## config.mk

```make
export PLATFORM = sky130hd
export DESIGN_NAME = qspi_flash_reader
export DESIGN_NICKNAME = d
export VERILOG_FILES = /design/src/rtl/qspi_flash_pkg.sv /design/src/rtl/qspi_sck_gen.sv /design/src/rtl/qspi_flash_reader.sv
export SDC_FILE = /design/constraint.sdc
export NUM_CORES = 1
export LEC_CHECK = 0
export ABC_CLOCK_PERIOD_IN_PS = 4100
export BUFFER_PORTS_ARGS = -buffer_cell sky130_fd_sc_hd__buf_2
export CAP_MARGIN = 15
export CORE_ASPECT_RATIO = 1.2
export CORE_UTILIZATION = 50
export CTS_BUF_LIST = sky130_fd_sc_hd__clkbuf_16
export CTS_CLUSTER_SIZE = 28
export DETAILED_ROUTE_END_ITERATION = 6
export GPL_TIMING_DRIVEN = 0
export HOLD_SLACK_MARGIN = 0.12
export PLACE_DENSITY = 0.73
export SLEW_MARGIN = 30
export SYNTH_ARGS = -nofsm -noshare
export SYNTH_HDL_FRONTEND = slang
export SYNTH_SLANG_ARGS = --single-unit
```

## constraint.sdc

```tcl
create_clock -name clk -period 4.1 [get_ports clk]
set_clock_uncertainty 0.2 [all_clocks]
set_input_delay 0.41 -clock clk [delete_from_list [all_inputs] [get_ports clk]]
set_output_delay 0.41 -clock clk [all_outputs]
set_load 0.02 [all_outputs]
```

## src/rtl/qspi_flash_pkg.sv

```systemverilog
// rtl/qspi_flash_pkg.sv - shared types and constants for the QSPI flash read sequencer
package qspi_flash_pkg;

    typedef enum logic [2:0] {
        ST_IDLE = 3'd0,
        ST_CMD  = 3'd1,
        ST_ADDR = 3'd2,
        ST_DATA = 3'd3,
        ST_GAP  = 3'd4
    } qspi_rd_state_e;

    localparam logic [7:0] CMD_READ_DEFAULT = 8'h03;

    localparam int CMD_BITS  = 8;
    localparam int ADDR_BITS = 24;
    localparam int DATA_BITS = 32;

endpackage

```

## src/rtl/qspi_sck_gen.sv

```systemverilog
// rtl/qspi_sck_gen.sv - mode-0 SCK generator with rise/fall strobes at the toggling clk edge
module qspi_sck_gen #(
    parameter int DIV_W = 8
) (
    input  logic             clk,
    input  logic             rst_n,
    input  logic [DIV_W-1:0] div,
    input  logic             enable,
    output logic             sck,
    output logic             rise_stb,
    output logic             fall_stb
);

    logic [DIV_W-1:0] cnt;
    logic             tc;

    // Strobes mark the clk edge on which sck is about to change.
    assign tc       = enable && (cnt == div);
    assign rise_stb = tc && !sck;
    assign fall_stb = tc && sck;

    always_ff @(posedge clk or negedge rst_n) begin
        if (!rst_n) begin
            cnt <= '0;
            sck <= 1'b0;
        end else if (!enable) begin
            cnt <= '0;
            sck <= 1'b0;
        end else if (tc) begin
            cnt <= '0;
            sck <= ~sck;
        end else begin
            cnt <= cnt + 1'b1;
        end
    end

endmodule

```

## src/rtl/qspi_flash_reader.sv

```systemverilog
// rtl/qspi_flash_reader.sv - single-lane SPI READ (0x03) sequencer returning little-endian 32-bit words
module qspi_flash_reader
    import qspi_flash_pkg::*;
#(
    parameter int         DIV_W    = 8,
    parameter logic [7:0] CMD_READ = CMD_READ_DEFAULT
) (
    input  logic             clk,
    input  logic             rst_n,
    input  logic [DIV_W-1:0] div_i,
    input  logic             req_valid_i,
    output logic             req_ready_o,
    input  logic [23:0]      req_addr_i,
    output logic             rsp_valid_o,
    output logic [31:0]      rsp_data_o,
    output logic             busy_o,
    output logic             qspi_cs_n_o,
    output logic             qspi_sck_o,
    output logic [3:0]       qspi_dq_o,
    output logic [3:0]       qspi_dq_oe,
    input  logic [3:0]       qspi_dq_i
);

    localparam logic [2:0] S_IDLE = ST_IDLE;
    localparam logic [2:0] S_CMD  = ST_CMD;
    localparam logic [2:0] S_ADDR = ST_ADDR;
    localparam logic [2:0] S_DATA = ST_DATA;
    localparam logic [2:0] S_GAP  = ST_GAP;

    logic [2:0]       state;
    logic [DIV_W-1:0] div_q;
    logic [31:0]      tx_shift;
    logic [31:0]      rx_shift;
    logic [5:0]       bit_cnt;
    logic [DIV_W:0]   gap_cnt;
    logic             sck_en;
    logic             rise_stb;
    logic             fall_stb;
    logic             last_bit;
    logic             unused_dq;

    assign unused_dq = ^{qspi_dq_i[3:2], qspi_dq_i[0]};
    assign sck_en    = (state == S_CMD) || (state == S_ADDR) || (state == S_DATA);

    qspi_sck_gen #(
        .DIV_W (DIV_W)
    ) u_sck_gen (
        .clk      (clk),
        .rst_n    (rst_n),
        .div      (div_q),
        .enable   (sck_en),
        .sck      (qspi_sck_o),
        .rise_stb (rise_stb),
        .fall_stb (fall_stb)
    );

    always_comb begin
        last_bit = 1'b0;
        case (state)
            S_CMD:   last_bit = (bit_cnt == 6'(CMD_BITS - 1));
            S_ADDR:  last_bit = (bit_cnt == 6'(ADDR_BITS - 1));
            S_DATA:  last_bit = (bit_cnt == 6'(DATA_BITS - 1));
            default: last_bit = 1'b0;
        endcase
    end

    always_ff @(posedge clk or negedge rst_n) begin
        if (!rst_n) begin
            state       <= S_IDLE;
            div_q       <= '0;
            tx_shift    <= '0;
            rx_shift    <= '0;
            bit_cnt     <= '0;
            gap_cnt     <= '0;
            req_ready_o <= 1'b1;
            busy_o      <= 1'b0;
            rsp_valid_o <= 1'b0;
            rsp_data_o  <= '0;
            qspi_cs_n_o <= 1'b1;
            qspi_dq_o   <= 4'b1100;
            qspi_dq_oe  <= 4'b1100;
        end else begin
            rsp_valid_o <= 1'b0;
            case (state)
                S_IDLE: begin
                    if (req_valid_i && req_ready_o) begin
                        state         <= S_CMD;
                        div_q         <= div_i;
                        // First bit goes out with CS; the register holds the bits still to send.
                        tx_shift      <= {CMD_READ[6:0], req_addr_i, 1'b0};
                        qspi_dq_o[0]  <= CMD_READ[7];
                        qspi_dq_oe[0] <= 1'b1;
                        qspi_cs_n_o   <= 1'b0;
                        bit_cnt       <= '0;
                        req_ready_o   <= 1'b0;
                        busy_o        <= 1'b1;
                    end
                end
                S_CMD, S_ADDR: begin
                    if (fall_stb) begin
                        tx_shift <= {tx_shift[30:0], 1'b0};
                        if (last_bit) begin
                            bit_cnt <= '0;
                            state   <= (state == S_CMD) ? S_ADDR : S_DATA;
                        end else begin
                            bit_cnt <= bit_cnt + 1'b1;
                        end
                        if (state == S_ADDR && last_bit) begin
                            qspi_dq_o[0]  <= 1'b0;
                            qspi_dq_oe[0] <= 1'b0;
                        end else begin
                            qspi_dq_o[0]  <= tx_shift[31];
                        end
                    end
                end
                S_DATA: begin
                    if (rise_stb) begin
                        rx_shift <= {rx_shift[30:0], qspi_dq_i[1]};
                    end
                    if (fall_stb) begin
                        if (last_bit) begin
                            state       <= S_GAP;
                            qspi_cs_n_o <= 1'b1;
                            rsp_valid_o <= 1'b1;
                            // First byte received is the lowest address, so it lands in [7:0].
                            rsp_data_o  <= {rx_shift[7:0], rx_shift[15:8],
                                            rx_shift[23:16], rx_shift[31:24]};
                            gap_cnt     <= '0;
                            bit_cnt     <= '0;
                        end else begin
                            bit_cnt <= bit_cnt + 1'b1;
                        end
                    end
                end
                S_GAP: begin
                    // The IDLE cycle before the next accept is the last CS-high cycle.
                    if (gap_cnt == {div_q, 1'b0}) begin
                        state       <= S_IDLE;
                        req_ready_o <= 1'b1;
                        busy_o      <= 1'b0;
                    end else begin
                        gap_cnt <= gap_cnt + 1'b1;
                    end
                end
                default: begin
                    state       <= S_IDLE;
                    req_ready_o <= 1'b1;
                    busy_o      <= 1'b0;
                    qspi_cs_n_o <= 1'b1;
                end
            endcase
        end
    end

endmodule

```

* Word-level counts from Yosys, hierarchy flattened
Cells that the tools add are included.
Widths: inputs -> output; s select.
** Storage, ports and cells
- Input port bits :: 39
- Register bits :: 137
- Word-level logic and storage cells :: 107
** Cells by class
- Mux-type cells :: 42
- Reduce and logical (&&, ||, !) cells :: 25
- Bitwise logic cells :: 3
- $add $sub $neg :: 3
- Equal/unequal tests :: 19
** Operators with widths (count)
- $mux 32 :: 2
- $pmux 32 s2 :: 1
- $mux 9 :: 3
- $mux 3 :: 6
- $mux 6 :: 3
- $ne 2x2->1 const B :: 9
- $pmux 9 s2 :: 1
- $mux 1 :: 16
- $mux 8 :: 2
- $eq 6x5->1 const B :: 2
- $pmux 1 s3 :: 4
- $pmux 3 s4 :: 1
- $pmux 6 s2 :: 1
- $reduce_and 3->1 :: 4
- $reduce_and 4->1 :: 3
- $add 9x1->9 const B :: 1
- $eq 9x9->1 :: 1
- $add 8x1->8 const B :: 1
- $eq 8x8->1 :: 1
- $add 6x1->6 const B :: 1
- $eq 3x2->1 const B :: 2
- $eq 6x3->1 const B :: 1
- $reduce_and 6->1 :: 1
- $reduce_bool 2->1 :: 3
- other kinds (12) :: 22

* Logic depth before layout (Yosys ltp)
Gate-level depths: netlist (run 1).
- Word-level depth :: 7
- Mapped depth :: 8
- Gate-level depth less buffers :: 6

* Hierarchy
A second synthesis (run 1) with hierarchy kept.
** Second synthesis, totals
- Cell total of the unflattened synthesis :: 582
- Area total of the unflattened synthesis :: 6055.8 µm²
** Modules (own cells, without submodules)
- qspi_flash_reader :: cells an instance 533, area each 5562.8 µm², sequential area each 3180.6 µm², times used 1
- qspi_sck_gen :: cells an instance 49, area each 493.0 µm², sequential area each 225.2 µm², times used 1

* Worst setup path before layout (run 1)
No wires, ideal clock.
- Kind :: reg2reg
- Start :: register bit_cnt[0]
- End :: register rsp_data_o[0]
- Library setup time :: 0.125 ns
- Required time :: 3.775 ns
- Period minus slack after synthesis :: 2.442 ns
- Setup slack :: 1.658 ns
- Data arrival time :: 2.117 ns
- Cell stages (with the launch flop) :: 8
- Buffers on the path :: 2
- Path through :: dfrtp_1 -> ha_1 -> nand3b_2 -> or3_1 -> or4_4 -> buf_6 -> buf_12 -> mux2_4
** Between the ends
- Longest elaborated chain between the ends :: 3
- Elaborated cells on any way between the ends :: 5
- Those cells by class :: eq/ne (3); mux (1); reduce/logical (1)
** Ends and longest elaborated chain
- from (decl) :: line qspi_flash_reader.sv:34 : logic [5:0] bit_cnt;
- from (signal assigned) :: line qspi_flash_reader.sv:106 : bit_cnt <= bit_cnt + 1'b1;
- from (signal assigned) :: line qspi_flash_reader.sv:131 : bit_cnt <= bit_cnt + 1'b1;
- $eq 6x5->1 (tied with other cells) :: line qspi_flash_reader.sv:62 : S_DATA: last_bit = (bit_cnt == 6'(DATA_BITS - 1));
- $pmux 1 s3 * :: line qspi_flash_reader.sv:59 : case (state)
- $reduce_and 3->1 (no line) *
- to (signal assigned) :: line qspi_flash_reader.sv:126 : rsp_data_o <= {rx_shift[7:0], rx_shift[15:8],
- to (decl) :: line qspi_flash_reader.sv:15 : output logic [31:0] rsp_data_o,
Every way passes the cells marked *; elsewhere a longest branch is shown, timed or not.
A chain may end at the register's enable or synchronous reset.

* Worst setup path in the final report (run 1)
- Start :: register state[0]
- End :: register tx_shift[13]
** Between the ends
- Longest elaborated chain between the ends :: 7
- Elaborated cells on any way between the ends :: 14
- Those cells by class :: eq/ne (5); mux (1); reduce/logical (8)
** Ends and longest elaborated chain
- from (decl) :: line qspi_flash_reader.sv:30 : logic [2:0] state;
- from (signal assigned) :: line qspi_flash_reader.sv:104 : state <= (state == S_CMD) ? S_ADDR : S_DATA;
- $eq 3x1->1 or $eq 3x2->1 (tied branches) :: line qspi_flash_reader.sv:43, qspi_flash_reader.sv:84
- $logic_or 1x1->1 (2 in series) :: line qspi_flash_reader.sv:43 : assign sck_en = (state == S_CMD) || (state == S_ADDR) || (state == S_DATA);
- $logic_and 1x1->1 :: line qspi_sck_gen.sv:18 : assign tc = enable && (cnt == div);
- $logic_and 1x1->1 :: line qspi_sck_gen.sv:20 : assign fall_stb = tc && sck;
- $ne 2x2->1 (no line)
- $reduce_and 3->1 (no line)
- to (signal assigned) :: line qspi_flash_reader.sv:90 : tx_shift <= {CMD_READ[6:0], req_addr_i, 1'b0};
- to (signal assigned) :: line qspi_flash_reader.sv:101 : tx_shift <= {tx_shift[30:0], 1'b0};
- to (decl) :: line qspi_flash_reader.sv:32 : logic [31:0] tx_shift;
Several ways; a longest one is shown, not always the timed one.

==> out/summary.txt, run 1 <==
Rel. slew slack = 0.337
Final Hold Fails = 0
final setup fails = 0
startpoint types = flop
Worst-Skew Late Latency = 0.41 ns
Buf/Inv on CP = 2
Placement Rows = 44
ys async rst share = 1.00
H-tree lvl count = 4
wire per inst = 15.5 um
Most used DFF post-synth = dfrtp_1
CP Data Arrival Time = 2.80 ns
setup tns final = 0 ns
largest net degree at the start of global routing = 75
Nets = 684
drt total wl = 12,600 um
Post-CTS Resized = 0
Setup CP Type = reg2reg
CP top delay family = simple AND/OR/NAND/NOR gates
global-route wire length before repair = 21,300 um
Max Cap Viol = 0
outcome = complete, no violations
Finished Layout Cells = 815
Slew @ Worst Pin = 0.985 ns
Core ar. = 12,100 um2
GR Layer Usage met1 = 0.264
post-layout min period = 2.72 ns
Num CTS Buffers = 17
Static Leak = 4.06 nW
die area = 12,800 um2
Mapped Area = 6180 um2
Initial DRC Count = 280
PnR Total Power = 2.99 mW
ANT nets after route = 0
CP Max Fanout = 10
CP Capture Type = flop
critical-path cell list = nand2b_1 -> a21oi_1 -> or4b_1 -> clkbuf_1 -> clkbuf_1 -> o22ai_1 -> a21oi_1
I/O pin cnt = 84
vias per cell = 5.37
syn avg cell area = 12.1 um2
final global-route overflow total = 0
TritonRoute pass-1 iters = 5
initial antenna violation count = 0
routing usage on met3 = 0.0361
antenna diode count = 0
Tightest Hold Check Type = in2reg
clk slew on worst S/H paths = 0.06 ns
global routing usage on met2 = 0.368
Root Driver = clkbuf_16
share of cells above drive strength 1 = 0.292
Initial Utilization = 0.513
Setup Slack @ Placement = 1.37 ns
GRT Util Overall = 0.211
Placer Congestion = 0.858
Yosys cell types = 52
post-synthesis instance total = 509
Detail Placement HPWL = 8420 um
crit-path max cell delay = 0.55 ns
FF+latch count, synth = 136
Final period util = 0.664
EDFF count, synth = 0
vias = 4,377
CP max stage cell = or4b_1
Cells after DPL = 750
Ys Warns = 6
vias in the first global route = 4,380
chip width = 104 um
placed cell area = 6810 um2
Seq/Total Area, Yosys = 0.551
CTS tree = built
IO Port Bufs = 74
Clock Tree Buf Depth = 2
Hold-fix buffers, CTS = 34
CP required = 4.17 ns
busiest metal layer after global routing = met2
Final Cell Area = 7770 um2
Final Max Tran Viols = 0
DIE HEIGHT = 124 um
VDD IR max = 0.000265 V
area growth from synthesis to layout = 25.7%
Clock Sinks = 136
final worst setup slack = 1.38 ns
post-CTS setup buffers = 0
RSZ-0062 raised after global routing = false
residual DRC count = 0
power per standard cell area = 385 nW/um2
f_max = 0.367 GHz
-- synthesized netlist by cell type, drive strengths merged (2+ instances only) --
master	instances	area, um2
nand3	18	90.1
a21oi	31	155
clkbuf	19	71.3
nand2	35	131
and3	14	87.6
nand2b	3	18.8
o21ai	10	50.0
o22ai	24	150
buf	16	154
a41o	7	70.1
xor2	9	78.8
dfstp	2	52.6
mux2	65	938
or4b	2	20.0
nor3	9	45.0
nor4	4	31.3
a31oi	3	18.8
xnor2	17	149
nor2	45	176
nor4b	3	26.3
dfrtp	134	3350
a221o	3	30.0
inv	6	22.5
or3	4	25.0
ha	3	37.5
or4	4	33.8
nand4	3	31.3
mux2i	2	20.0
-- final timing paths --
check                                              start                         end  slack, ns  cells after the start
worst max-delay path                state[0]$_DFFE_PN0P_    tx_shift[13]$_DFFE_PN0P_       1.38                      7
worst min-delay path                         req_valid_i          busy_o$_DFFE_PN0P_       0.14                      3
worst max register to register      state[0]$_DFFE_PN0P_    tx_shift[13]$_DFFE_PN0P_       1.38                      7
worst min register to register  rx_shift[31]$_DFFE_PN0P_    rx_shift[31]$_DFFE_PN0P_       0.30                      1
max in group asynchronous                          rst_n     qspi_cs_n_o$_DFFE_PN1P_       2.62                      3
min in group asynchronous                          rst_n  rsp_data_o[15]$_DFFE_PN0P_       0.33                      2
-- worst register-to-register path: stages (launching register included) --
cell	delay, ns
dfrtp_1	0.42
nand2b_1	0.18
a21oi_1	0.43
or4b_1	0.55
clkbuf_1	0.23
clkbuf_1	0.28
o22ai_1	0.23
a21oi_1	0.07
-- registers in the layout, summed over array words and instances, names as in the netlist --
name and cells:
tx_shift 31, gap_cnt 9, rsp_valid_o 1, bit_cnt 6, qspi_dq_oe 1, qspi_cs_n_o 1, u_sck_gen.cnt 8, req_ready_o 1
u_sck_gen.sck 1, qspi_dq_o 1, rx_shift 32, div_q 8, rsp_data_o 32, state 3, busy_o 1
-- through the flow --
step	hold WS, ns	utilization
after floorplan	-0.0856	-
after global placement	0.284	0.562
after detailed placement	0.173	0.565
after CTS	0.121	0.644
after global routing	0.180	0.644
final	0.137	0.644
-- power by group --
part	switching (mW)	leakage (nW)	internal, mW	total, mW
clock	0.554	0.299	1.01	1.56
sequential	0.000359	1.87	1.34	1.34
combinational	0.0405	1.90	0.0415	0.0821
-- cell families (layout without fill, tap and decap cells) --
kind of cell	count (synthesis)	after routing	share of synthesized area
AOI/OAI and AO/OA	85	85	0.0864
xor gates and xnor gates	26	26	0.0368
adders and majority gates	3	3	0.00607
buffers and inverters	41	181	0.0401
DFF	136	136	0.551
muxes	67	67	0.155
other	1	6	0.000607
and+or+nand+nor	150	150	0.124
-- cells in the final DEF, fill, tap and decap left out, drive strengths merged, types with 2 or more instances in the layout --
| cell type | Yosys | routed |
|---|---|---|
| nand3 | 18 | 18 |
| xor2 | 9 | 9 |
| conb | 1 | 6 |
| nand2 | 35 | 35 |
| nor2 | 45 | 45 |
| nor3 | 9 | 9 |
| a21oi | 31 | 31 |
| a41o | 7 | 7 |
| dfrtp | 134 | 134 |
| a221o | 3 | 3 |
| nor4 | 4 | 4 |
| nand2b | 3 | 3 |
| buf | 16 | 91 |
| a31oi | 3 | 3 |
| mux2 | 65 | 65 |
| dlygate4sd3 | 0 | 34 |
| inv | 6 | 7 |
| ha | 3 | 3 |
| nand4 | 3 | 3 |
| bufinv | 0 | 4 |
| dfstp | 2 | 2 |
| clkbuf | 19 | 36 |
| or3 | 4 | 4 |
| nor4b | 3 | 3 |
| clkinv | 0 | 8 |
| xnor2 | 17 | 17 |
| o22ai | 24 | 24 |
| mux2i | 2 | 2 |
| and3 | 14 | 14 |
| or4 | 4 | 4 |
| or4b | 2 | 2 |
| o21ai | 10 | 10 |
-- area by class of cell --
class / count / area, um2
fillers: 899 / 4290
plain buffers: 35 / 225
multi-input cells: 337 / 2560
repair buffers: 109 / 748
clock buffers: 17 / 425
flip-flops and latches: 136 / 3410
inverters: 6 / 22.5
clock inverters: 14 / 184
well taps: 161 / 201
-- per-layer routing --
metal / part of all wire / wire (um)
met4: 0.016 / 201
met2: 0.50 / 6300
met3: 0.031 / 388
met1: 0.45 / 5710
met5: 0 / 0
Power figures use the tool's default switching activity.
==> run 2, diff against run 1 <==
ABC_CLOCK_PERIOD_IN_PS = 2400   (was 4100)
PLACE_DENSITY = 0.76   (was 0.73)
clock period = 2.4 ns   (was 4.1 ns; I/O delays follow)
==> run 2 against run 1 <==
  * The flow now finishes with violations (setup timing)
  * Setup slack got worse by 1.5 ns
  * Via count grew 5.4%
  * Die area unchanged
  * Count of clock-buffer cells in the layout unchanged
  * Clock power up 65%
  * Sequential share of layout area is 2.3 points lower
  * Routed wire length grew 11%
  * Non-clock buffer count increased by 24
  * Cell count rose by 2.8%
  * Combinational power up 75%
  * Critical path depth shrank 1
==> out/summary.txt, run 2 (synthesis results as in run 1) <==
Worst-Skew Late Latency = 0.41 ns
Clock Tree Buf Depth = 2
antenna diode count = 0
power per standard cell area = 610 nW/um2
final setup fails = 62
CP max stage cell = or4_4
CP Max Fanout = 10
Register-to-Register Path Depth = 6
Tightest Hold Check Type = in2async
largest net degree at the start of global routing = 90
Nets = 708
DIE HEIGHT = 124 um
critical-path cell list = xnor2_2 -> nand4_4 -> buf_4 -> or4_4 -> buf_12 -> mux2_4
CP top delay family = simple AND/OR/NAND/NOR gates
crit-path max cell delay = 0.59 ns
area growth from synthesis to layout = 33.0%
share of cells above drive strength 1 = 0.377
placed cell area = 6840 um2
H-tree lvl count = 4
startpoint types = flop
biggest regs = rsp_data_o (32), rx_shift (32), tx_shift (31)
wire per inst = 16.7 um
Final Max Tran Viols = 0
final global-route overflow total = 0
VDD IR max = 0.000433 V
Max Cap Viol = 0
WHS = 0.116 ns
reg2reg end = rsp_data_o[30]$_DFFE_PN0P_
TritonRoute pass-1 iters = 7
drt total wl = 14,000 um
Placement Rows = 44
Critical R2R Launch = div_q[1]$_DFFE_PN0P_
die area = 12,800 um2
CP Capture Type = flop
most common cell after layout, fill and taps aside = dfrtp_1
vias per cell = 5.51
clk slew on worst S/H paths = 0.06 ns
Initial DRC Count = 290
vias = 4,614
Filler Cells Inserted = 822
Static Leak = 4.30 nW
R2R setup slack = -0.08 ns
residual DRC count = 0
Root Driver = clkbuf_16
GRT Util Overall = 0.227
I/O pin cnt = 84
CP required = 2.49 ns
failing checks = setup timing
commonest cells after routing, fill and taps aside = 128 x dfrtp_1, 78 x buf_2, 55 x mux2_4
initial antenna violation count = 0
Final period util = 1.03
PnR Total Power = 5.02 mW
Placer Congestion = 0.849
Finished Layout Cells = 838
outcome = finished, violations left
chip width = 104 um
Clock Sinks = 136
RSZ-0062 raised after global routing = true
Cells after DPL = 750
Detail Placement HPWL = 8320 um
f_max = 0.404 GHz
final worst setup slack = -0.0769 ns
Initial Utilization = 0.513
CTS tree = built
Final Cell Area = 8220 um2
global-route wire length before repair = 22,900 um
setup tns final = -2.77 ns
ANT nets after route = 0
post-layout min period = 2.48 ns
IO Port Bufs = 74
Num CTS Buffers = 17
Setup CP Type = reg2reg
Rel. slew slack = 0.590
Slew @ Worst Pin = 0.613 ns
CP Data Arrival Time = 2.56 ns
vias in the first global route = 4,683
Buf/Inv on CP = 2
Final Hold Fails = 0
Core ar. = 12,100 um2
[run 2: worst max-delay path by stage]
stage	start	to	slack (ns)	cells past startpoint
after floorplan	bit_cnt[1]$_DFFE_PN0P_	rsp_data_o[0]$_DFFE_PN0P_	0.04	7
after global placement	rst_n	tx_shift[17]$_DFFE_PN0P_	-0.87	1
after detailed placement	u_sck_gen.cnt[0]$_DFF_PN0_	tx_shift[15]$_DFFE_PN0P_	-0.33	7
after CTS	div_q[5]$_DFFE_PN0P_	rsp_data_o[25]$_DFFE_PN0P_	-0.06	7
after global routing	div_q[1]$_DFFE_PN0P_	rsp_data_o[27]$_DFFE_PN0P_	-0.13	6
final	div_q[1]$_DFFE_PN0P_	rsp_data_o[30]$_DFFE_PN0P_	-0.08	6
[run 2: cell type report]
cell class / count / area (um2) / area share
timing repair buffer: 135 / 1000 / 0.122
tap: 161 / 201 / 0.0245
clock buffer: 17 / 425 / 0.0517
multi-input combinational: 337 / 2720 / 0.331
buffer: 33 / 284 / 0.0345
inverter: 6 / 22.5 / 0.00274
clock inverter: 13 / 156 / 0.0190
sequential: 136 / 3410 / 0.415
[run 2: repair_timing]
action / in CTS / in global routing
buffers inserted: 16 / 6
hold endpoints to repair: 168 / 0
pin swaps: 11 / 6
hold buffers: 35 / 0
endpoints found under the setup margin: 109 / 106
resized for setup: 36 / 36
gates cloned: 0 / 3
[run 2: power breakdown]
group / internal [mW] / switching, mW
Sequential: 2.29 / 0.000573
Clock: 1.61 / 0.963
Combinational: 0.0724 / 0.0721
Total: 3.98 / 1.04
[run 2: per-stage QoR]
stage	setup slack [ns]	utilization
floorplan	0.0445	-
global placement	-0.867	0.564
detailed placement	-0.333	0.567
CTS	-0.0563	0.667
global route	-0.132	0.682
finish	-0.0769	0.682
[run 2: layer usage]
| metal | share of wire | global-route usage |
|---|---|---|
| met5 | 0 | 0 |
| met4 | 0.013 | 0.105 |
| met2 | 0.52 | 0.394 |
| met1 | 0.42 | 0.272 |
| met3 | 0.046 | 0.0523 |
==> run 3, diff against run 2 <==
SYNTH_HIERARCHICAL = 1   (was not set)
==> run 3 against run 2 <==
  * Sequential power barely moved
  * Synthesized cell count rose by 14%
  * Count of clock-buffer cells in the layout did not move
  * The flow now finishes without violations
  * Critical path depth rose by 5
  * Flip-flop and latch count did not move
  * Clock power fell by 8.5%
  * Critical path type unchanged
  * Fmax rose by 3.5%
  * Non-clock buffer count rose by 11
  * Setup slack improved by 0.084 ns
  * Highest routed layer unchanged
  * Largest cell class unchanged
  * Global-route usage fell by 0.15 points
==> out/summary.txt, run 3 <==
H-tree lvl count = 4
Yosys top cell by area = dfrtp_1
Sequential Area = 3410 um2
Setup CP Type = reg2reg
Rel. slew slack = 0.667
vias per cell = 5.14
final global-route overflow total = 0
crit-path max cell delay = 0.42 ns
antenna diode count = 0
CP top delay family = simple AND/OR/NAND/NOR gates
Num CTS Buffers = 17
final setup fails = 0
Seq/Total Area, Yosys = 0.562
initial antenna violation count = 0
ANT nets after route = 0
setup tns final = 0 ns
CTS tree = built
vias in the first global route = 4,769
RSZ-0062 raised after global routing = true
VDD IR max = 0.000500 V
drt total wl = 13,600 um
largest net degree at the start of global routing = 91
outcome = complete, no violations
Filler Cells Inserted = 840
Slew @ Worst Pin = 0.496 ns
Worst-Skew Late Latency = 0.41 ns
CP Data Arrival Time = 2.54 ns
top-area cell type share of the netlist area = 0.554
largest family of logic cells by synthesized area = simple AND/OR/NAND/NOR gates
TritonRoute pass-1 iters = 4
CP Capture Type = flop
PnR Total Power = 4.81 mW
Nets = 795
commonest cells after routing, fill and taps aside = 169 x nand2_1, 132 x dfrtp_1, 76 x buf_2
clk slew on worst S/H paths = 0.06 ns
mux contribution to synthesized area = 0.102
chip width = 102 um
FF+latch count, synth = 136
adder-cell area share of the yosys netlist = 0.00620
Final Hold Fails = 0
IO Port Bufs = 74
residual DRC count = 0
startpoint types = flop
Commonest cells post-synth = 174 x nand2_1, 134 x dfrtp_1, 30 x mux2_1
I/O pin cnt = 84
Buf/Inv on CP = 2
Post-Synth Simple-Gate Area = 0.182
Initial Utilization = 0.519
DIE HEIGHT = 123 um
Placement Rows = 43
ys async rst share = 1.00
Initial DRC Count = 275
share of cells above drive strength 1 = 0.269
biggest regs = rsp_data_o (32), rx_shift (32), tx_shift (31)
Ys Warns = 18
vias = 4,740
Layout Utilization = 0.693
global-route wire length before repair = 22,000 um
Most used DFF post-synth = dfrtp_1
most frequent CP cell = nand2_1
most common cell after layout, fill and taps aside = nand2_1
WHS = 0.116 ns
CP Max Fanout = 10
Synth area leaders = dfrtp_1 55%, nand2_1 11%, mux2_1 5.6%
Core ar. = 11,700 um2
Final Max Tran Viols = 0
Yosys cell types = 52
EDFF count, synth = 0
Max Cap Viol = 0
Clock Tree Buf Depth = 2
Mapped Area = 6060 um2
CP required = 2.55 ns
Detail Placement HPWL = 8280 um
cell with the most instances after synthesis = nand2_1
CP max stage cell = dfrtp_1
power per standard cell area = 594 nW/um2
Clock Sinks = 136
Tightest Hold Check Type = in2async
Final period util = 0.997
critical-path cell list = xnor2_1 -> nand4_1 -> nor2_2 -> and3_4 -> nand2b_4 -> nor2_4 -> and4_1 -> buf_6 -> buf_8 -> nand2_1 -> nand2_1
XOR/XNOR Fraction of Synth Area = 0.0405
post-synthesis instance total = 582
Root Driver = clkbuf_16
area growth from synthesis to layout = 33.7%
die area = 12,600 um2
Static Leak = 4.09 nW
area of the multi-input gates = 2560 um2
GRT Util Overall = 0.226
Placer Congestion = 0.858
f_max = 0.418 GHz
Synth Area in Compound Gates = 0.0676
syn avg cell area = 10.4 um2
wire per inst = 14.7 um
post-layout min period = 2.39 ns
==> run 3: cell count changes in the layout (fill, tap and decap cells not counted), sizes merged, moves of 7 or more <==
| cell | delta |
|---|---|
| a21oi | -22 |
| a41o | -7 |
| and3 | -8 |
| buf | +22 |
| clkbuf | -10 |
| mux2 | -33 |
| mux2i | +24 |
| nand2 | +139 |
| nand3 | -10 |
| nand4 | +8 |
| nor2 | -19 |
| nor3 | -8 |
| o21ai | +33 |
| o22ai | -24 |
==> run 3: worst paths after layout <==
path,startpoint,to,slack (ns),cells after the start
worst max-delay path,u_sck_gen/cnt[1]$_DFF_PN0_,rsp_data_o[20]$_DFFE_PN0P_,0.007,11
worst min-delay path,rst_n,u_sck_gen/cnt[4]$_DFF_PN0_,0.12,2
worst max register to register,u_sck_gen/cnt[1]$_DFF_PN0_,rsp_data_o[20]$_DFFE_PN0P_,0.007,11
worst min register to register,rsp_data_o[27]$_DFFE_PN0P_,rsp_data_o[27]$_DFFE_PN0P_,0.26,2
max in group asynchronous,rst_n,rsp_data_o[10]$_DFFE_PN0P_,1.15,3
min in group clk,req_valid_i,qspi_cs_n_o$_DFFE_PN1P_,0.18,6
==> run 3: repair_timing <==
item | CTS | global route
hold buffers | 34 | 0
setup buffers | 27 | 11
endpoints found under the setup margin | 106 | 121
endpoints found under the hold margin | 169 | 0
gates cloned | 0 | 2
gates resized for setup | 24 | 43
pin swaps | 9 | 12
==> run 3: cell type report <==
class                      instances  share of cell area
buffer                            31              0.0339
clock buffer                      17              0.0526
clock inverter                    15              0.0142
inverter                           8             0.00402
multi-input combinational        411               0.316
sequential                       136               0.421
tap                              157              0.0243
timing repair buffer             148               0.134
==> run 3: routing by layer <==
layer,track usage,share of wire,vias to the layer above
li1,-,-,2285
met1,0.283,0.43,2317
met2,0.383,0.51,127
met3,0.0604,0.050,11
met4,0.0616,0.0089,0
met5,0,0,-
==> run 3: cell families after synthesis <==
logic type                 after synthesis
AOI/OAI and AO/OA                       68
xor gates and xnor gates                28
adders and majority gates                3
buffers and inverters                   40
DFF                                    136
muxes                                   58
other                                    1
and+or+nand+nor                        248
==> run 3: where the power goes <==
group | switching [mW] | internal [mW]
sequential | 0.000554 | 2.30
combinational | 0.0777 | 0.0759
clock | 0.955 | 1.40
==> run 3: per-stage QoR <==
step / worst slack (ns) / instances / area (um2)
2_1_floorplan: 0.150 / 587 / 6070
3_3_place_gp: -0.863 / 818 / 6640
3_5_place_dp: -0.324 / 819 / 6680
4_1_cts: 0.00558 / 912 / 7850
5_1_grt: -0.141 / 923 / 8090
6_report: 0.00743 / 923 / 8090
